### config.mk
export PLATFORM = sky130hd
export DESIGN_NAME = crypto_keyslot_wrapper_flat
export DESIGN_NICKNAME = d
export VERILOG_FILES = /design/src/rtl/crypto_keyslot_wrapper_if.sv /design/src/rtl/crypto_keyslot_wrapper.sv /design/src/flat_wrapper.sv
export SDC_FILE = /design/constraint.sdc
export NUM_CORES = 2
export LEC_CHECK = 0
export CAP_MARGIN = 5
export CORE_UTILIZATION = 50
export CTS_CLUSTER_DIAMETER = 80
export DETAILED_ROUTE_END_ITERATION = 10
export PLACE_DENSITY_LB_ADDON = 0.2
export SLEW_MARGIN = 30
export SYNTH_ARGS = -nofsm -noshare
export SYNTH_HDL_FRONTEND = slang
export SYNTH_SLANG_ARGS = --single-unit
### constraint.sdc
create_clock -name clk_i -period 9.66 [get_ports clk_i]
set_input_delay 2.415 -clock clk_i [delete_from_list [all_inputs] [get_ports clk_i]]
set_output_delay 2.415 -clock clk_i [all_outputs]
set_load 0.02 [all_outputs]
### src/rtl/crypto_keyslot_wrapper_if.sv
// Register-bus interface for crypto_keyslot_wrapper.
// Carries one word-addressed register access per cycle.
// Signals:
//   en_i    - access strobe
//   we_i    - write enable (1 = write, 0 = read)
//   addr_i  - word index
//   wdata_i - write data
//   rdata_o - combinational read data
// Modports:
//   master - the AXI-lite bridge side
//   slave  - the wrapper side
interface crypto_keyslot_wrapper_if;
  logic        en_i;
  logic        we_i;
  logic [5:0]  addr_i;
  logic [31:0] wdata_i;
  logic [31:0] rdata_o;

  modport master (output en_i, output we_i, output addr_i, output wdata_i, input rdata_o);
  modport slave  (input en_i, input we_i, input addr_i, input wdata_i, output rdata_o);
endinterface

### src/rtl/crypto_keyslot_wrapper.sv
// Multi-slot key register front-end and start/busy/done sequencer for a block-cipher core.
// Optional feature: define CRYPTO_KEYSLOT_TEXT_SCRUB_EN to zero TEXT/STATE when an
// operation completes (result captured) or times out (ERR entered).
// Ports:
//   clk_i, rst_i   - clock, synchronous active-high reset
//   reglk_ctrl_i   - lock bits: [0] CTRL wr, [1] TEXT/STATE wr, [2] TEXT rd,
//                    [3] KEY wr, [4] RESULT rd, [5] KEY_SEL wr
//   acct_ctrl_i    - access permission
//   debug_mode_i   - zeroises the key path while high
//   reg_bus        - register access bus (en/we/addr/wdata, combinational rdata)
//   core_start_o   - one-cycle start pulse to the core
//   core_key_o     - selected key
//   core_text_o    - text input to the core
//   core_state_o   - state input to the core
//   core_out_i     - core result
//   core_valid_i   - core result valid
module crypto_keyslot_wrapper #(
  parameter int unsigned NUM_KEYS   = 3,
  parameter int unsigned KEY_WORDS  = 6,
  parameter int unsigned TEXT_WORDS = 4,
  parameter int unsigned TIMEOUT    = 64
) (
  input  logic                      clk_i,
  input  logic                      rst_i,
  input  logic [7:0]                reglk_ctrl_i,
  input  logic                      acct_ctrl_i,
  input  logic                      debug_mode_i,
  crypto_keyslot_wrapper_if.slave   reg_bus,
  output logic                      core_start_o,
  output logic [32*KEY_WORDS-1:0]   core_key_o,
  output logic [32*TEXT_WORDS-1:0]  core_text_o,
  output logic [32*TEXT_WORDS-1:0]  core_state_o,
  input  logic [32*TEXT_WORDS-1:0]  core_out_i,
  input  logic                      core_valid_i
);

  localparam int unsigned KSW = (NUM_KEYS > 1) ? $clog2(NUM_KEYS) : 1;
  localparam int unsigned CW  = 16;
  localparam int unsigned KWB = 32 * KEY_WORDS;
  localparam int unsigned TWB = 32 * TEXT_WORDS;

  typedef enum logic [2:0] {
    ST_IDLE,
    ST_LOAD,
    ST_BUSY,
    ST_DONE,
    ST_ERR
  } fsm_e;

  fsm_e                          fsm_q, fsm_d;
  logic [CW-1:0]                 cnt_q;
  logic [KSW-1:0]                key_sel_q;
  logic [NUM_KEYS-1:0][KWB-1:0]  key_q;
  logic [TWB-1:0]                text_q;
  logic [TWB-1:0]                state_q;
  logic [TWB-1:0]                result_q;
  logic                          debug_q;
  logic                          start_q;

  logic        cnt_clr, cnt_inc, res_clr, res_cap, scrub;
  logic        acc, wr, rd;
  logic        busy, done, err, cfg_open;
  logic [5:0]  addr;
  logic [31:0] wdata;
  logic [31:0] rdata;
  logic        ctrl_wr, start_req, clear_req;
  logic        ksel_wr, text_wr, state_wr, key_wr;
  logic        text_hit, state_hit, key_hit;
  logic [2:0]  key_idx;
  logic        dbg_rise;
  logic        unused_ok;

  // Access decode
  assign addr  = reg_bus.addr_i;
  assign wdata = reg_bus.wdata_i;
  assign acc   = reg_bus.en_i & acct_ctrl_i;
  assign wr    = acc & reg_bus.we_i;
  assign rd    = acc & ~reg_bus.we_i;

  assign busy     = (fsm_q == ST_LOAD) || (fsm_q == ST_BUSY);
  assign done     = (fsm_q == ST_DONE);
  assign err      = (fsm_q == ST_ERR);
  // Operands are frozen while the core is running
  assign cfg_open = ~busy;

  assign ctrl_wr   = wr && (addr == 6'd0) && !reglk_ctrl_i[0];
  assign clear_req = ctrl_wr & wdata[1];
  assign start_req = ctrl_wr & wdata[0] & ~wdata[1];

  assign ksel_wr = wr && (addr == 6'd2) && !reglk_ctrl_i[5] && cfg_open && (wdata < NUM_KEYS);

  assign text_hit  = (addr[5:2] == 4'd1) && (32'(addr[1:0]) < TEXT_WORDS);
  assign state_hit = (addr[5:2] == 4'd2) && (32'(addr[1:0]) < TEXT_WORDS);
  assign text_wr   = wr && text_hit  && !reglk_ctrl_i[1] && cfg_open;
  assign state_wr  = wr && state_hit && !reglk_ctrl_i[1] && cfg_open;

  // Key words live at 16 + 8*k + w; addr[5:3] - 2 yields the slot number
  assign key_idx = addr[5:3] - 3'd2;
  assign key_hit = (addr[5:4] != 2'b00) && (32'(key_idx) < NUM_KEYS) &&
                   (32'(addr[2:0]) < KEY_WORDS);
  assign key_wr  = wr && key_hit && !reglk_ctrl_i[3] && cfg_open && !debug_mode_i;

  assign dbg_rise = debug_mode_i & ~debug_q;

  assign unused_ok = ^{reglk_ctrl_i[7:6], scrub};

  // FSM state register
  always_ff @(posedge clk_i) begin
    if (rst_i) begin
      fsm_q <= ST_IDLE;
    end else begin
      fsm_q <= fsm_d;
    end
  end

  // FSM next state and datapath controls
  always_comb begin
    fsm_d   = fsm_q;
    cnt_clr = 1'b0;
    cnt_inc = 1'b0;
    res_clr = 1'b0;
    res_cap = 1'b0;
    scrub   = 1'b0;
    case (fsm_q)
      ST_IDLE, ST_DONE, ST_ERR: begin
        if (start_req && !debug_mode_i) begin
          fsm_d   = ST_LOAD;
          res_clr = 1'b1;
          cnt_clr = 1'b1;
        end
      end
      ST_LOAD: begin
        fsm_d = ST_BUSY;
      end
      ST_BUSY: begin
        if (core_valid_i) begin
          fsm_d   = ST_DONE;
          res_cap = 1'b1;
          scrub   = 1'b1;
        end else if (cnt_q == CW'(TIMEOUT - 1)) begin
          fsm_d = ST_ERR;
          scrub = 1'b1;
        end else begin
          cnt_inc = 1'b1;
        end
      end
      default: fsm_d = ST_IDLE;
    endcase
    // Clear overrides everything, including a same-cycle result
    if (clear_req) begin
      fsm_d   = ST_IDLE;
      res_clr = 1'b1;
      res_cap = 1'b0;
      scrub   = 1'b0;
      cnt_clr = 1'b1;
      cnt_inc = 1'b0;
    end
  end

  // Register file, counter and result capture
  always_ff @(posedge clk_i) begin
    if (rst_i) begin
      cnt_q     <= '0;
      key_sel_q <= '0;
      key_q     <= '0;
      text_q    <= '0;
      state_q   <= '0;
      result_q  <= '0;
      debug_q   <= 1'b0;
      start_q   <= 1'b0;
    end else begin
      debug_q <= debug_mode_i;
      start_q <= (fsm_d == ST_LOAD);

      if (cnt_clr) begin
        cnt_q <= '0;
      end else if (cnt_inc) begin
        cnt_q <= cnt_q + CW'(1);
      end

      if (ksel_wr) begin
        key_sel_q <= KSW'(wdata);
      end

      for (int i = 0; i < TEXT_WORDS; i++) begin
        if (text_wr && (addr[1:0] == 2'(i))) begin
          text_q[32*i +: 32] <= wdata;
        end
        if (state_wr && (addr[1:0] == 2'(i))) begin
          state_q[32*i +: 32] <= wdata;
        end
      end
`ifdef CRYPTO_KEYSLOT_TEXT_SCRUB_EN
      // Plaintext is dropped once the core no longer needs it
      if (scrub) begin
        text_q  <= '0;
        state_q <= '0;
      end
`endif

      // Entering debug zeroises every slot; it also beats a same-cycle key write
      if (dbg_rise) begin
        key_q <= '0;
      end else begin
        for (int k = 0; k < NUM_KEYS; k++) begin
          for (int w = 0; w < KEY_WORDS; w++) begin
            if (key_wr && (key_idx == 3'(k)) && (addr[2:0] == 3'(w))) begin
              key_q[k][32*w +: 32] <= wdata;
            end
          end
        end
      end

      if (res_clr) begin
        result_q <= '0;
      end else if (res_cap) begin
        result_q <= core_out_i;
      end
    end
  end

  // Read mux; key words are never readable
  always_comb begin
    rdata = '0;
    if (rd) begin
      if (addr == 6'd1) begin
        rdata = {29'd0, err, done, busy};
      end
      if (addr == 6'd2) begin
        rdata = 32'(key_sel_q);
      end
      for (int i = 0; i < TEXT_WORDS; i++) begin
        if ((addr == 6'(4 + i)) && !reglk_ctrl_i[2]) begin
          rdata = text_q[32*i +: 32];
        end
        if ((addr == 6'(12 + i)) && !reglk_ctrl_i[4] && done) begin
          rdata = result_q[32*i +: 32];
        end
      end
    end
  end

  assign reg_bus.rdata_o = rdata;

  // Selected key, forced to zero in debug mode without waiting for a clock
  always_comb begin
    core_key_o = '0;
    if (!debug_mode_i) begin
      for (int k = 0; k < NUM_KEYS; k++) begin
        if (key_sel_q == KSW'(k)) begin
          core_key_o = key_q[k];
        end
      end
    end
  end

  assign core_start_o = start_q;
  assign core_text_o  = text_q;
  assign core_state_o = state_q;

endmodule

### src/flat_wrapper.sv
// flat-port wrapper written by rule: the top's interface ports become plain ports
module crypto_keyslot_wrapper_flat 
#(
  parameter int unsigned NUM_KEYS   = 3,
  parameter int unsigned KEY_WORDS  = 6,
  parameter int unsigned TEXT_WORDS = 4,
  parameter int unsigned TIMEOUT    = 64
)
  (clk_i, rst_i, reglk_ctrl_i, acct_ctrl_i, debug_mode_i, core_start_o, core_key_o, core_text_o, core_state_o, core_out_i, core_valid_i, reg_bus_en_i, reg_bus_we_i, reg_bus_addr_i, reg_bus_wdata_i, reg_bus_rdata_o);
  crypto_keyslot_wrapper_if reg_bus_i ();
  input  logic clk_i;
  input  logic rst_i;
  input  logic [7:0] reglk_ctrl_i;
  input  logic acct_ctrl_i;
  input  logic debug_mode_i;
  output logic core_start_o;
  output logic [32*KEY_WORDS-1:0] core_key_o;
  output logic [32*TEXT_WORDS-1:0] core_text_o;
  output logic [32*TEXT_WORDS-1:0] core_state_o;
  input  logic [32*TEXT_WORDS-1:0] core_out_i;
  input  logic core_valid_i;
  input wire logic [$bits(reg_bus_i.en_i)-1:0] reg_bus_en_i;
  input wire logic [$bits(reg_bus_i.we_i)-1:0] reg_bus_we_i;
  input wire logic [$bits(reg_bus_i.addr_i)-1:0] reg_bus_addr_i;
  input wire logic [$bits(reg_bus_i.wdata_i)-1:0] reg_bus_wdata_i;
  output wire logic [$bits(reg_bus_i.rdata_o)-1:0] reg_bus_rdata_o;
  assign reg_bus_i.en_i = reg_bus_en_i;
  assign reg_bus_i.we_i = reg_bus_we_i;
  assign reg_bus_i.addr_i = reg_bus_addr_i;
  assign reg_bus_i.wdata_i = reg_bus_wdata_i;
  assign reg_bus_rdata_o = reg_bus_i.rdata_o;
  crypto_keyslot_wrapper #(.NUM_KEYS(NUM_KEYS), .KEY_WORDS(KEY_WORDS), .TEXT_WORDS(TEXT_WORDS), .TIMEOUT(TIMEOUT)) u_core (.clk_i(clk_i), .rst_i(rst_i), .reglk_ctrl_i(reglk_ctrl_i), .acct_ctrl_i(acct_ctrl_i), .debug_mode_i(debug_mode_i), .reg_bus(reg_bus_i), .core_start_o(core_start_o), .core_key_o(core_key_o), .core_text_o(core_text_o), .core_state_o(core_state_o), .core_out_i(core_out_i), .core_valid_i(core_valid_i));
endmodule
Word-level counts from Yosys, hierarchy flattened:

Cells that the tools add are included.

* register bits: 983
* latch bits: 0
* RAM bits: 0
* memory bits (read-only): 0
* input bits: 181
* output and inout bits: 481
* word-level logic and storage cells: 186
* memories kept: 0

* add/sub/neg operators: 2
* multiply operators: 0
* divide/modulo/power cells: 0
* magnitude comparators: 3
* equal/unequal tests: 30
* shifts and indexed selects: 0
* multiplexer cells: 30
* bitwise gates (word level): 11
* reduce and logical (&&, ||, !) cells: 78

Operator list (number)
* $mux 192: 4
* $mux 32: 9
* $logic_and 1x1->1: 60
* $lt 32x2->1 const B: 1
* $eq 6x3->1 const B: 4
* $eq 6x4->1 const B: 4
* $mux 3: 6
* $add 16x1->16 const B: 1
* $eq 16x6->1 const B: 1
* $eq 3x2->1 const B: 5
* $eq 3x1->1 const B: 4
* $mux 1: 10
* $eq 3x3->1 const B: 3
* $logic_not 3->1: 3
* $pmux 3 s3: 1
* $and 1x1->1: 7
* $logic_not 1->1: 7
* $eq 2x2->1 const B: 3
* $eq 6x1->1 const B: 1
* $eq 6x2->1 const B: 1
* $logic_not 6->1: 1
* $eq 2x1->1 const B: 2
* $eq 4x1->1 const B: 1
* $eq 4x2->1 const B: 1
* other kinds (9): 14

Longest topological paths before layout:

* depth in word-level cells: 13
* mapped depth: 11
* mapped depth without buffers: 7

Worst setup path after synthesis:

OpenSTA, ideal clock, no wires.

* kind: in2out
* start: input port reg_bus_addr_i[4]
* end: output port reg_bus_rdata_o[0]
* arrival time: 4.430 ns
* required time: 7.245 ns
* path slack: 2.815 ns
* stages: 9
* buffers on the path: 2
* cell sequence: inv_1 -> ha_1 -> buf_4 -> nand4bb_1 -> clkbuf_1 -> nor3_1 -> a221oi_1 -> a21o_1 -> a21oi_1

* word-level cells in the longest chain between the ends: 12
* elaborated cells on any way between the ends: 33
* those cells by class: 10 x eq/ne; 11 x mux; 12 x reduce/logical

Ends and longest elaborated chain
* start: declaration: RTL line flat_wrapper.sv:24 `input wire logic [$bits(reg_bus_i.addr_i)-1:0] reg_bus_addr_i;`
* $eq 6x1->1: RTL line crypto_keyslot_wrapper.sv:226 `if (addr == 6'd1) begin`
* $mux 3: RTL line crypto_keyslot_wrapper.sv:226
* $mux 3: RTL line crypto_keyslot_wrapper.sv:229 `if (addr == 6'd2) begin`
* $mux 32: RTL line crypto_keyslot_wrapper.sv:233 `if ((addr == 6'(4 + i)) && !reglk_ctrl_i[2]) begin`
* $mux 32: RTL line crypto_keyslot_wrapper.sv:236 `if ((addr == 6'(12 + i)) && !reglk_ctrl_i[4] && done) begin`
* $mux 32: RTL line crypto_keyslot_wrapper.sv:233
* $mux 32: RTL line crypto_keyslot_wrapper.sv:236
* $mux 32: RTL line crypto_keyslot_wrapper.sv:233
* $mux 32: RTL line crypto_keyslot_wrapper.sv:236
* $mux 32: RTL line crypto_keyslot_wrapper.sv:233
* $mux 32 (*): RTL line crypto_keyslot_wrapper.sv:236
* $mux 32 (*): RTL line crypto_keyslot_wrapper.sv:225 `if (rd) begin`
* end: declaration: RTL line flat_wrapper.sv:26 `output wire logic [$bits(reg_bus_i.rdata_o)-1:0] reg_bus_rdata_o;`

Mark *: on every way between the ends. The rest lies on a longest branch, timed or not.

Worst setup path in the final report:

* start: input port reg_bus_addr_i[4]
* end: output port reg_bus_rdata_o[13]

* word-level cells in the longest chain between the ends: 11
* elaborated cells on any way between the ends: 29
* those cells by class: 8 x eq/ne; 9 x mux; 12 x reduce/logical

Ends and longest elaborated chain (RTL line)
* $eq 6x3->1 or $eq 6x4->1 (tied branches): crypto_keyslot_wrapper.sv:233, crypto_keyslot_wrapper.sv:236
* $logic_and 1x1->1, on equally long branches: crypto_keyslot_wrapper.sv:233, crypto_keyslot_wrapper.sv:236
* $mux 32 or $logic_and 1x1->1 (tied branches): crypto_keyslot_wrapper.sv:233, crypto_keyslot_wrapper.sv:236
* $mux 32: crypto_keyslot_wrapper.sv:236
* $mux 32: crypto_keyslot_wrapper.sv:233
* $mux 32: crypto_keyslot_wrapper.sv:236
* $mux 32: crypto_keyslot_wrapper.sv:233
* $mux 32: crypto_keyslot_wrapper.sv:236
* $mux 32: crypto_keyslot_wrapper.sv:233
* $mux 32 (*): crypto_keyslot_wrapper.sv:236
* $mux 32 (*): crypto_keyslot_wrapper.sv:225

Marked as above.

==> impl_metrics.ini <==
[status]
status = completed

[synth]
ys_seq_elements = 983
synthAdderAreaFrac = 0.000886
synth_top_family_by_area = compound AO/OA/AOI/OAI gates
synthArstFlopShare = 0
synth-edff-count = 0
avgSynthCellArea_um2 = 7.98
ys_seq_area_frac = 0.464
yosysWarnings = 0
syn-num-nets = 5498
synth_flop_cell = dfxtp_1
synth_compound_area_frac = 0.210
synth_mux_area_frac = 0.0487
synth_area_leaders = dfxtp_1, nand2_1, a21oi_1
ys_types = 68
syn-instance-count = 5314
yosys.area.top_type = dfxtp_1
synth_simple_gate_area_frac = 0.210
synth_xor_area_frac = 0.00100
syn-cell-area_um2 = 42400
synth_top_area_share = 0.464

[cells_and_area]
drive_gt1_frac = 0.101
final_cell_mix = nand2_1, dfxtp_1, a21oi_1, clkdlybuf4s50_1, nor2_1
stdcell_count = 6841
fin_nets = 5804
final_common_cell = nand2_1
area_delta_synth_final_pct = 22.5
nFillCells = 7536

[route]
wl_um = 169000
ant_nets = 0
drt_iter0_drc = 4918
routed_via_density = 5.90
drt_drc_violations_left = 0
vias = 40400
dr.pass1.iters = 8
wire_per_inst_um = 24.7

[sta]
fin_tns_setup_ns = 0
slew_violations = 0
clock_skew_ns = 0.0331
rsz0062_at_grt = false
max_slew_margin = 0.254
max_freq_mhz = 115
min_period_over_period = 0.903
hold_viol = 0
tightest_slew_ns = 1.12
fin_crit_ns = 8.73
setup_viol = 0
whs_ns = 0.452

[clock_tree]
cts_tree = done
cts.repair.resized = 0
cts_buffer_depth = 3
postCtsSetupBuffers = 0
cts.htree.levels = 3
insertion_delay_ns = 0.68
clkTransAtPathRegs_ns = 0.05
clock_sinks = 983
hold_buffers = 0
cts-root-buf = clkbuf_16
cts_made_buffers = 100

[global_route]
grt_pass1_vias = 36300
track_usage = 0.381
grt_pass1_wl_um = 244000
antenna_found_initial = 13
grt_max_degree = 192
overflow = 0

[setup_path]
arrival_ns = 6.31
critical_path_class = in -> out
critPathLaunchType = input pin
worst_setup_path_end_kind = primary output
cp_max_fo = 10
cp.required_ns = 7.25

[die]
num_rows = 106
io_pins = 662
start_util = 0.506
chipHeight_um = 293
die_area_um2 = 85900
fp.dieW_um = 293
core_um2 = 83800

[place]
placed_cells = 6651
dp.final_hpwl_um = 108000
finalWeightedCongestion = 0.956
portBuffers = 659

[pwr]
leakagePower_nw = 17.0
vdd_ir_drop_max_mv = 0.144
power_density_nw_per_um2 = 162
design_power_total_w = 0.00841

[min_path]
hold_class = reg -> reg

[flow_run]
cap_viol_max_count = 0
cells by family after synthesis:
logic type	count (synthesis)
simple gates	2177
compound gates	1382
fa+ha+maj	3
xor+xnor	4
flops	983
buf+inv	560
mux	205
synth_stat cells (8+ instances only):
library cell and n:
nor4_1 14, mux2_2 8, a22oi_1 50, mux2i_1 197, a31o_2 34, dfxtp_1 983
nand2_1 1222, a221oi_1 10, o21a_1 9, nor2_1 632, a21oi_1 781, buf_2 63
clkbuf_1 338, a222oi_1 9, buf_1 68, or4_1 13, a31o_1 158, buf_6 76
nor3_1 14, o22ai_1 13, o221ai_1 13, a31oi_1 9, nand3_1 205, o21ai_0 39
o22a_1 21, or3_1 14, o2bb2ai_1 14, o21ai_2 188, nand4_1 8
through the flow:
step	area (um2)	utilization	setup WS, ns
finish	51900	0.619	0.933
detailed placement	48500	0.579	1.11
global placement	48400	0.578	1.14
global route	51900	0.619	0.829
CTS	51900	0.619	1.10
floorplan	42400	-	2.81
registers in the layout, indices dropped and copies added, names as in the netlist:
name	cells
u_core.debug_q	1
u_core.key_sel_q	2
u_core.core_text_o	128
u_core.result_q	128
u_core.fsm_q	3
u_core.core_state_o	128
u_core.key_q	576
u_core.cnt_q	16
u_core.core_start_o	1
worst paths after layout:
path | end | startpoint | slack [ns] | cells past startpoint
hold / removal | u_core.core_state_o[84] | u_core.core_state_o[84] | 0.45 | 2
setup reg to reg | u_core.result_q[62] | u_core.fsm_q[2] | 6.56 | 6
hold reg to reg | u_core.core_state_o[84] | u_core.core_state_o[84] | 0.45 | 2
setup / recovery | reg_bus_rdata_o[13] | reg_bus_addr_i[4] | 0.93 | 9
critical path, stage by stage:
cell and delay [ns]:
clkdlybuf4s50_1 0.43, inv_1 0.28, ha_1 0.51, nand4b_1 0.43, nor3_1 0.67, a22oi_1 0.16
o211a_1 0.29, o22ai_1 0.43, clkdlybuf4s50_1 0.70
power by group:
| group | total [W] | internal [W] | switching, W |
|---|---|---|---|
| Sequential | 0.00405 | 0.00405 | 0.000000833 |
| Clock | 0.00395 | 0.00227 | 0.00168 |
| Combinational | 0.000404 | 0.0000946 | 0.000309 |
| Total | 0.00841 | 0.00642 | 0.00199 |
final cells by class:
type                       instances  area (um2)  share of cell area
multi-input combinational       3771       20100               0.387
sequential                       983       19700               0.379
timing repair buffer             757        7330               0.141
clock buffer                     148        3030              0.0583
tap                             1134        1420              0.0273
clock inverter                    32         313             0.00603
inverter                           7        26.3            0.000506
antenna                            9        22.5            0.000434
metal layers:
metal	GRT usage	share of wire
met3	0.0911	0.10
met2	0.585	0.45
met4	0.212	0.060
met5	0	0.00025
met1	0.492	0.39
No activity file was read; power rests on OpenSTA's default activity.
